**src/rtl/tp_lut_pkg.sv**
```systemverilog
// Shared definitions for the track-parameter lookup loader.
// Default widths match the lookup memory instance.
package tp_lut_pkg;

    localparam int RAM_WIDTH_DEF     = 18;
    localparam int RAM_ADDR_BITS_DEF = 5;

    typedef enum logic [2:0] {
        ST_IDLE   = 3'd0,
        ST_LOAD   = 3'd1,
        ST_DRAIN  = 3'd2,
        ST_VERIFY = 3'd3,
        ST_DONE   = 3'd4,
        ST_ERR    = 3'd5
    } state_t;

    // Sum of 2**a words of w bits never overflows w+a bits.
    function automatic int csum_w(input int w, input int a);
        return w + a;
    endfunction

endpackage

```
**src/rtl/tp_lut_csum.sv**
```systemverilog
// Clearable, enabled, zero-extending accumulator.
// One instance sums written words, the other sums read-back words.
module tp_lut_csum
    import tp_lut_pkg::*;
#(
    parameter int IN_W  = RAM_WIDTH_DEF,
    parameter int OUT_W = csum_w(RAM_WIDTH_DEF, RAM_ADDR_BITS_DEF)
) (
    input  logic             CLK,
    input  logic             RST_N,
    input  logic             CLR,
    input  logic             EN,
    input  logic [IN_W-1:0]  DIN,
    output logic [OUT_W-1:0] SUM
);

    logic [OUT_W-1:0] din_ext;

    assign din_ext = {{(OUT_W-IN_W){1'b0}}, DIN};

    always_ff @(posedge CLK) begin
        if (!RST_N) begin
            SUM <= '0;
        end else if (CLR) begin
            SUM <= '0;
        end else if (EN) begin
            SUM <= SUM + din_ext;
        end
    end

endmodule

```
**src/rtl/tp_lut_loader.sv**
```systemverilog
// Stream-to-lookup-memory loader with optional read-back checksum pass.
// Fills every table entry in order, then optionally re-reads and compares sums.
module tp_lut_loader
    import tp_lut_pkg::*;
#(
    parameter int RAM_WIDTH     = RAM_WIDTH_DEF,
    parameter int RAM_ADDR_BITS = RAM_ADDR_BITS_DEF,
    parameter bit VERIFY        = 1'b1,
    localparam int CSUM_W       = csum_w(RAM_WIDTH, RAM_ADDR_BITS)
) (
    input  logic                     CLK,
    input  logic                     RST_N,
    input  logic                     START,
    input  logic [RAM_WIDTH-1:0]     S_DATA,
    input  logic                     S_VALID,
    output logic                     S_READY,
    output logic                     LUT_WR_EN,
    output logic [RAM_ADDR_BITS-1:0] LUT_WRITE_A,
    output logic [RAM_WIDTH-1:0]     LUT_DI,
    output logic                     LUT_RD_EN,
    output logic [RAM_ADDR_BITS-1:0] LUT_READ_A,
    input  logic [RAM_WIDTH-1:0]     LUT_DO,
    output logic                     BUSY,
    output logic                     DONE,
    output logic                     ERROR,
    output logic [CSUM_W-1:0]        CHECKSUM
);

    localparam int DEPTH = 2**RAM_ADDR_BITS;
    localparam logic [RAM_ADDR_BITS-1:0] LAST_A =
        RAM_ADDR_BITS'(DEPTH-1);
    localparam logic [RAM_ADDR_BITS:0] VER_END =
        (RAM_ADDR_BITS+1)'(DEPTH+1);

    state_t                   state;
    logic [RAM_ADDR_BITS-1:0] wr_addr;
    logic [RAM_ADDR_BITS:0]   vcnt;
    logic                     rd_v;
    logic                     beat;
    logic                     restart;
    logic [CSUM_W-1:0]        rd_csum;

    assign S_READY = (state == ST_LOAD);
    assign beat    = S_VALID & S_READY;
    assign BUSY    = (state == ST_LOAD) || (state == ST_DRAIN) ||
                     (state == ST_VERIFY);
    assign restart = START && ((state == ST_IDLE) ||
                     (state == ST_DONE) || (state == ST_ERR));

    tp_lut_csum #(.IN_W(RAM_WIDTH), .OUT_W(CSUM_W)) u_wr_csum (
        .CLK   (CLK),
        .RST_N (RST_N),
        .CLR   (restart),
        .EN    (beat),
        .DIN   (S_DATA),
        .SUM   (CHECKSUM)
    );

    // Read data is accumulated once rd_v marks DO as holding a real read.
    tp_lut_csum #(.IN_W(RAM_WIDTH), .OUT_W(CSUM_W)) u_rd_csum (
        .CLK   (CLK),
        .RST_N (RST_N),
        .CLR   (restart),
        .EN    (rd_v),
        .DIN   (LUT_DO),
        .SUM   (rd_csum)
    );

    always_ff @(posedge CLK) begin
        if (!RST_N) begin
            state       <= ST_IDLE;
            wr_addr     <= '0;
            vcnt        <= '0;
            rd_v        <= 1'b0;
            LUT_WR_EN   <= 1'b0;
            LUT_WRITE_A <= '0;
            LUT_DI      <= '0;
            LUT_RD_EN   <= 1'b0;
            LUT_READ_A  <= '0;
            DONE        <= 1'b0;
            ERROR       <= 1'b0;
        end else begin
            LUT_WR_EN <= beat;
            rd_v      <= LUT_RD_EN;
            if (beat) begin
                LUT_WRITE_A <= wr_addr;
                LUT_DI      <= S_DATA;
                wr_addr     <= wr_addr + 1'b1;
            end
            unique case (state)
                ST_IDLE, ST_DONE, ST_ERR: begin
                    if (START) begin
                        state   <= ST_LOAD;
                        wr_addr <= '0;
                        DONE    <= 1'b0;
                        ERROR   <= 1'b0;
                    end
                end
                ST_LOAD: begin
                    if (beat && (wr_addr == LAST_A)) begin
                        state <= ST_DRAIN;
                    end
                end
                ST_DRAIN: begin
                    if (VERIFY) begin
                        state      <= ST_VERIFY;
                        LUT_RD_EN  <= 1'b1;
                        LUT_READ_A <= '0;
                        vcnt       <= '0;
                    end else begin
                        state <= ST_DONE;
                        DONE  <= 1'b1;
                    end
                end
                ST_VERIFY: begin
                    vcnt <= vcnt + 1'b1;
                    if (LUT_READ_A == LAST_A) begin
                        LUT_RD_EN <= 1'b0;
                    end else begin
                        LUT_READ_A <= LUT_READ_A + 1'b1;
                    end
                    // Last read has landed in rd_csum by this point.
                    if (vcnt == VER_END) begin
                        if (rd_csum == CHECKSUM) begin
                            state <= ST_DONE;
                            DONE  <= 1'b1;
                        end else begin
                            state <= ST_ERR;
                            ERROR <= 1'b1;
                        end
                    end
                end
                default: state <= ST_IDLE;
            endcase
        end
    end

endmodule

```
**config.mk**
```make
export PLATFORM = sky130hd
export DESIGN_NAME = tp_lut_loader
export DESIGN_NICKNAME = d
export VERILOG_FILES = /design/src/rtl/tp_lut_pkg.sv /design/src/rtl/tp_lut_csum.sv /design/src/rtl/tp_lut_loader.sv
export SDC_FILE = /design/constraint.sdc
export NUM_CORES = 1
export LEC_CHECK = 0
export CORE_MARGIN = 8
export CORE_UTILIZATION = 55
export DETAILED_ROUTE_END_ITERATION = 10
export DONT_BUFFER_PORTS = 1
export PLACE_DENSITY_LB_ADDON = 0.3
export REMOVE_ABC_BUFFERS = 1
export SLEW_MARGIN = 20
export SYNTH_ARGS = -nofsm -noshare
export SYNTH_HDL_FRONTEND = slang
export SYNTH_HIERARCHICAL = 1
export SYNTH_SLANG_ARGS = --single-unit
```
**constraint.sdc**
```tcl
create_clock -name CLK -period 3.9 [get_ports CLK]
set_input_delay 0.39 -clock CLK [delete_from_list [all_inputs] [get_ports CLK]]
set_output_delay 0.39 -clock CLK [all_outputs]
set_load 0.05 [all_outputs]
```
==> results_dict.tcl, run 1 <==
set metrics [dict create \
    cts_setup_buffers 0 \
    die_w_um 118 \
    crit_path_start "state[0]" \
    core_area_mm2 0.0102 \
    slew_viol_final 0 \
    postRouteAntennaNets 0 \
    timing.final.ws_setup_ns 1.09 \
    synth_flop_cell "dfxtp_1" \
    worst_slew_pin_slew_ns 0.951 \
    syn_area_per_cell_um2 8.43 \
    hp-class "primary input to register" \
    drtIter0Drc 336 \
    grt_pass1_vias 4649 \
    drive_above_1_share 0.0812 \
    status "complete, no violations" \
    layout_min_cycle_time_ns 2.81 \
    ys_types 65 \
    areaGrowthSynthToFinish_pct 5.86 \
    path_clk_slew_ns 0.10 \
    crit_type "register to register" \
    final_min_period_over_clock_period 0.720 \
    start_kind "register" \
    h-tree-depth 3 \
    syn-cell-area_mm2 0.00570 \
    first_pass_iters 5 \
    track_usage 0.201 \
    synth_top_family_by_area "compound AO/OA/AOI/OAI gates" \
    synth-edff-count 0 \
    num_rows 37 \
    reg2reg_from "state[0]" \
    cts_buffer_depth 2 \
    final_nets 756 \
    yosysSeqAreaShare 0.326 \
    arrival_ns 3.11 \
    drcViolationCount 0 \
    wl_per_cell_um 17.8 \
    synthAdderAreaFrac 0.0991 \
    leakage_nw 2.39 \
    pre_cts_ws_ns 1.12 \
    routed-via-count 4886 \
    synthSimpleGateAreaFrac 0.215 \
    grt_overflow 0 \
    end_kind "register" \
    io_buffers 0 \
    post_cts_resized 0 \
    slew_headroom 0.364 \
    final.setup_skew_ns 0.0139 \
    cts_root_buf "clkbuf_8" \
    synth_xor_area_frac 0.0829 \
    clk-insertion-delay-late_ns 0.36 \
    crit_fanout 45 \
    cts_tree "yes" \
    drv_cap 0 \
    hp-start "RST_N" \
    io_pins 97 \
    peakVddDrop_mv 0.190 \
    finalHoldViolCount 0 \
    design.die.area_mm2 0.0139 \
    rsz0062_at_grt "false" \
    p_per_area_mw_per_mm2 341 \
    grt_max_degree 46 \
    die_h_um 118 \
    cts_made_buffers 9 \
    synth_seq_cells 93 \
    start_util 0.560 \
    grt_pass1_wl_um 23100 \
    grt_antenna_before_repair 0 \
    setup-tns-final_ns 0 \
    num-fill-cells 937 \
    finalSetupViolCount 0 \
    hold_buffers 0 \
    vias_per_cell 6.01 \
    crit_required_ns 4.20 \
    synthArstFlopShare 0 \
    netlist_instances 677 \
    max_freq_mhz 356 \
    muxShareOfSynthArea 0.0193 \
    drt_wl_total_um 14500 \
    synth-compound-area-share 0.216 \
    gp_congestion 0.871 \
    diodes 0 \
    dp_hpwl_um 11100 \
    numClockSinks 93 \
    yosysWarnings 6 \
]
flip-flops by register name (all words and copies together) (netlist names):
signal         cells
DONE               1
ERROR              1
LUT_DI            18
LUT_RD_EN          1
LUT_READ_A         5
LUT_WRITE_A        5
LUT_WR_EN          1
rd_v               1
state              3
u_rd_csum/SUM     23
u_wr_csum/SUM     23
vcnt               6
wr_addr            5
layout make-up:
class                      instances  area (um2)  area share
clock buffer                      10         138      0.0228
clock inverter                     6        91.3      0.0151
inverter                          14        52.6     0.00870
multi-input combinational        539        3610       0.598
sequential                        93        1860       0.308
tap                              136         170      0.0282
timing repair buffer              15         113      0.0186
report_power, final:
| part | total [W] | internal, W | leakage, nW | switching, W |
|---|---|---|---|---|
| sequential | 0.00104 | 0.000971 | 0.752 | 0.0000698 |
| combinational | 0.000286 | 0.000104 | 1.52 | 0.000182 |
| clock | 0.000730 | 0.000383 | 0.117 | 0.000347 |
| total | 0.00206 | 0.00146 | 2.39 | 0.000598 |
path summary, 6_finish.rpt:
check | slack, ns | cells after the start | endpoint
setup / recovery | 1.09 | 9 | u_wr_csum/SUM[22]
hold / removal | 0.15 | 1 | LUT_READ_A[1]
setup reg to reg | 1.09 | 9 | u_wr_csum/SUM[22]
hold reg to reg | 0.48 | 2 | wr_addr[4]
critical path, stage by stage (launching register included):
cell and delay (ns):
dfxtp_1 0.64, nor3b_4 0.31, nand2_2 0.37, inv_2 0.15
buf_4 0.43, o21ai_0 0.16, nor2_1 0.14, a21oi_2 0.07
or3_1 0.34, a21oi_1 0.13
through the flow:
| stage | hold WS (ns) | area [um2] | std cells | total power [W] | utilization |
|---|---|---|---|---|---|
| detailed placement | 0.470 | 5810 | 797 | 0.00134 | 0.570 |
| CTS | 0.137 | 6040 | 813 | 0.00207 | 0.593 |
| floorplan | 0.454 | 5530 | 646 | 0.00127 | - |
| global placement | 0.460 | 5810 | 797 | 0.00134 | 0.570 |
| global route | 0.143 | 6040 | 813 | 0.00213 | 0.593 |
| finish | 0.153 | 6040 | 813 | 0.00206 | 0.593 |
cell families after synthesis:
| logic type | Yosys count |
|---|---|
| AOI/OAI and AO/OA | 180 |
| adders and majority gates | 44 |
| buffers and inverters | 45 |
| muxes | 11 |
| xor gates and xnor gates | 54 |
| and+or+nand+nor | 250 |
| DFF | 93 |
synth_stat cells (9+ instances only):
| library cell | number | share of area |
|---|---|---|
| mux2i_1 | 11 | 0.019 |
| ha_1 | 42 | 0.092 |
| nor3_1 | 12 | 0.011 |
| nand4_1 | 16 | 0.018 |
| nor2b_1 | 20 | 0.022 |
| nor2_1 | 54 | 0.036 |
| o21ai_0 | 31 | 0.027 |
| a21oi_1 | 33 | 0.029 |
| o21ai_1 | 9 | 0.0079 |
| a31oi_1 | 10 | 0.011 |
| xor2_1 | 21 | 0.032 |
| inv_1 | 11 | 0.0072 |
| a21boi_0 | 19 | 0.025 |
| clkbuf_1 | 10 | 0.0066 |
| a211oi_1 | 12 | 0.016 |
| nand3_1 | 14 | 0.012 |
| nand2_1 | 84 | 0.055 |
| a21o_1 | 14 | 0.018 |
| dfxtp_1 | 93 | 0.33 |
| xnor2_1 | 33 | 0.051 |
cell usage in the layout (no fill, tap or decap), types with 3 or more instances in the layout:
master | synthesis | routed
nor4_1 | 5 | 5
ha_1 | 42 | 42
a31o_2 | 4 | 4
a31oi_1 | 10 | 10
nand2_1 | 84 | 84
and3_1 | 7 | 7
nor2_1 | 54 | 54
xor2_1 | 21 | 21
mux2i_1 | 11 | 11
o21ai_1 | 9 | 9
nor3_1 | 12 | 12
xnor2_1 | 33 | 33
o211ai_1 | 4 | 4
a211oi_1 | 12 | 12
dfxtp_1 | 93 | 93
a21oi_1 | 33 | 33
buf_4 | 2 | 15
nand2b_1 | 7 | 7
a21oi_2 | 4 | 4
o22ai_1 | 4 | 4
o21a_1 | 4 | 4
nand3b_1 | 6 | 6
a21o_2 | 4 | 4
nor2b_1 | 20 | 20
nand3_1 | 14 | 14
clkbuf_8 | 2 | 10
and2_1 | 6 | 6
or3_1 | 6 | 6
o21ai_0 | 31 | 31
inv_1 | 11 | 11
a311oi_1 | 3 | 3
a21o_1 | 14 | 14
a21boi_0 | 19 | 19
nand4_1 | 16 | 16
routing by layer:
| layer | track usage | vias to the layer above | routed length (um) |
|---|---|---|---|
| met5 | 0 | - | 0 |
| met4 | 0.0528 | 0 | 162 |
| met3 | 0.0691 | 15 | 1240 |
| met2 | 0.355 | 139 | 7220 |
| met1 | 0.226 | 2313 | 5870 |
| li1 | - | 2419 | - |
Note: power is estimated with default switching activity, not from simulation.
==> run 2, diff against run 1 <==
==> constraint.sdc (replaced) <==
create_clock -name CLK -period 2.68 [get_ports CLK]
set_input_delay 0.268 -clock CLK [delete_from_list [all_inputs] [get_ports CLK]]
set_output_delay 0.268 -clock CLK [all_outputs]
set_load 0.05 [all_outputs]
==> run 2 against run 1 <==
Net effect: fmax grew 16%; die area is the same; critical path depth rose by 1; final area up 1.7%; first-iteration DRC count down 6.3%; total power up 41%.
==> results_dict.tcl, run 2 (same netlist as run 1, synthesis figures left out) <==
set metrics [dict create \
    timing.final.ws_setup_ns 0.260 \
    dp_hpwl_um 11500 \
    crit_fanout 3 \
    finalHoldViolCount 0 \
    dpl.cell_count 815 \
    hp-class "primary input to register" \
    num-fill-cells 911 \
    status "complete, no violations" \
    p_per_area_mw_per_mm2 473 \
    end_kind "register" \
    drtIter0Drc 315 \
    first_pass_iters 5 \
    cts_root_buf "clkbuf_8" \
    cts_buffer_depth 2 \
    h-tree-depth 3 \
    drv_cap 0 \
    die_h_um 118 \
    rsz0062_at_grt "false" \
    wl_per_cell_um 17.9 \
    layout_min_cycle_time_ns 2.42 \
    arrival_ns 2.72 \
    final.setup_skew_ns 0.00410 \
    numClockSinks 93 \
    vias_per_cell 6.03 \
    clk-insertion-delay-late_ns 0.37 \
    grt_pass1_wl_um 23900 \
    grtUsageMet2 0.371 \
    grt_antenna_before_repair 0 \
    hold_buffers 0 \
    hold_depth 2 \
    slowest_delay_ns 0.42 \
    crit_required_ns 2.98 \
    grt_overflow 0 \
    postRouteAntennaNets 0 \
    crit_type "register to register" \
    peakVddDrop_mv 0.562 \
    core_area_mm2 0.0102 \
    track_usage 0.208 \
    cts_setup_buffers 0 \
    hold_ws_ns 0.0279 \
    areaGrowthSynthToFinish_pct 7.68 \
    finalSetupViolCount 0 \
    grt_pass1_vias 4840 \
    r2r_slack_ns 0.26 \
    cp_cell_sequence "ha_1, inv_1, fa_1, nor2b_1, o2111ai_1, nand3b_1, a21bo_2, a31oi_1, or4_1, o211ai_1" \
    post_cts_resized 0 \
    layout_common_cells "dfxtp_1 (93), nand2_1 (84), nor2_1 (54), ha_1 (42)" \
    reg_top3 "u_rd_csum/SUM x23, u_wr_csum/SUM x23, LUT_DI x18" \
    slew_headroom 0.455 \
    final_nets 774 \
    design.die.area_mm2 0.0139 \
    setup-tns-final_ns 0 \
    final_util 0.603 \
    grt.busiest_layer "met2" \
    diodes 0 \
    grt_max_degree 41 \
    slowest_stage "or4_1" \
    io_buffers 0 \
    path_clk_slew_ns 0.09 \
    grt_util_met3 0.0715 \
    cts_made_buffers 9 \
    use_met1 0.222 \
    hp-start "S_DATA[6]" \
    drt_wl_total_um 14900 \
    cts_tree "yes" \
    reg2reg_to "u_rd_csum/SUM[16]" \
    die_w_um 118 \
    start_kind "register" \
    routed-via-count 5008 \
    final_min_period_over_clock_period 0.903 \
    fin_cells 831 \
    worst_slew_pin_slew_ns 0.810 \
    gp_congestion 0.912 \
    final_common_cell "dfxtp_1" \
    pre_cts_ws_ns 0.290 \
    leakage_nw 2.47 \
    drcViolationCount 0 \
    drive_above_1_share 0.105 \
    reg2reg_from "u_rd_csum/SUM[0]" \
    start_util 0.560 \
    hold_end "LUT_DI[6]" \
    io_pins 97 \
    slew_viol_final 0 \
    reg2regPathDepth 10 \
    max_freq_mhz 413 \
    num_rows 37 \
]
==> run 2: cell count changes in the layout (fill, tap and decap cells not counted), sizes merged <==
cell,change
clkbuf,-1
clkinv,+1
clkinvlp,+1
buf,+18
bufinv,-1
==> run 2: worst max-delay path by stage <==
stage	slack [ns]	end	cells after the start	from
floorplan	-0.55	u_wr_csum/SUM[16]	6	state[0]
global placement	0.41	u_rd_csum/SUM[15]	8	u_rd_csum/SUM[3]
detailed placement	0.29	u_rd_csum/SUM[15]	8	u_rd_csum/SUM[3]
global route	0.08	u_wr_csum/SUM[14]	9	u_wr_csum/SUM[0]
CTS	0.28	u_rd_csum/SUM[15]	8	u_rd_csum/SUM[3]
finish	0.26	u_rd_csum/SUM[16]	10	u_rd_csum/SUM[0]
==> run 2: through the flow <==
step	total power [W]	area, um2
global route	0.00303	6140
finish	0.00291	6140
floorplan	0.00185	5530
detailed placement	0.00198	5940
global placement	0.00196	5940
CTS	0.00293	6140
==> run 2: layout make-up <==
class                           instances  area (um2)  share of cell area
Sequential cell                        93        1860               0.303
Inverter                               14        52.6             0.00856
Multi-Input combinational cell        539        3610               0.588
Clock buffer                            9         124              0.0202
Timing Repair Buffer                   33         248              0.0403
Clock inverter                          7        73.8              0.0120
Tap cell                              136         170              0.0277
==> run 2: worst max-delay path, delay by kind of cell, from the launching register on <==
family          cells  cell delay (ns)
compound gates      4             0.58
buf+inv             1             0.06
flops               1             0.38
simple gates        3             0.78
fa+ha+maj           2             0.57
==> run 2: per-layer routing <==
layer  vias to the layer above  wire, um
met1                      2351      6010
met4                         0       312
met3                        27      1220
met5                         -         0
met2                       172      7320
li1                       2458         -
==> run 2: report_power, final <==
| group | internal (W) | switching (W) |
|---|---|---|
| combinational | 0.000166 | 0.000297 |
| clock | 0.000436 | 0.000519 |
| sequential | 0.00141 | 0.0000764 |
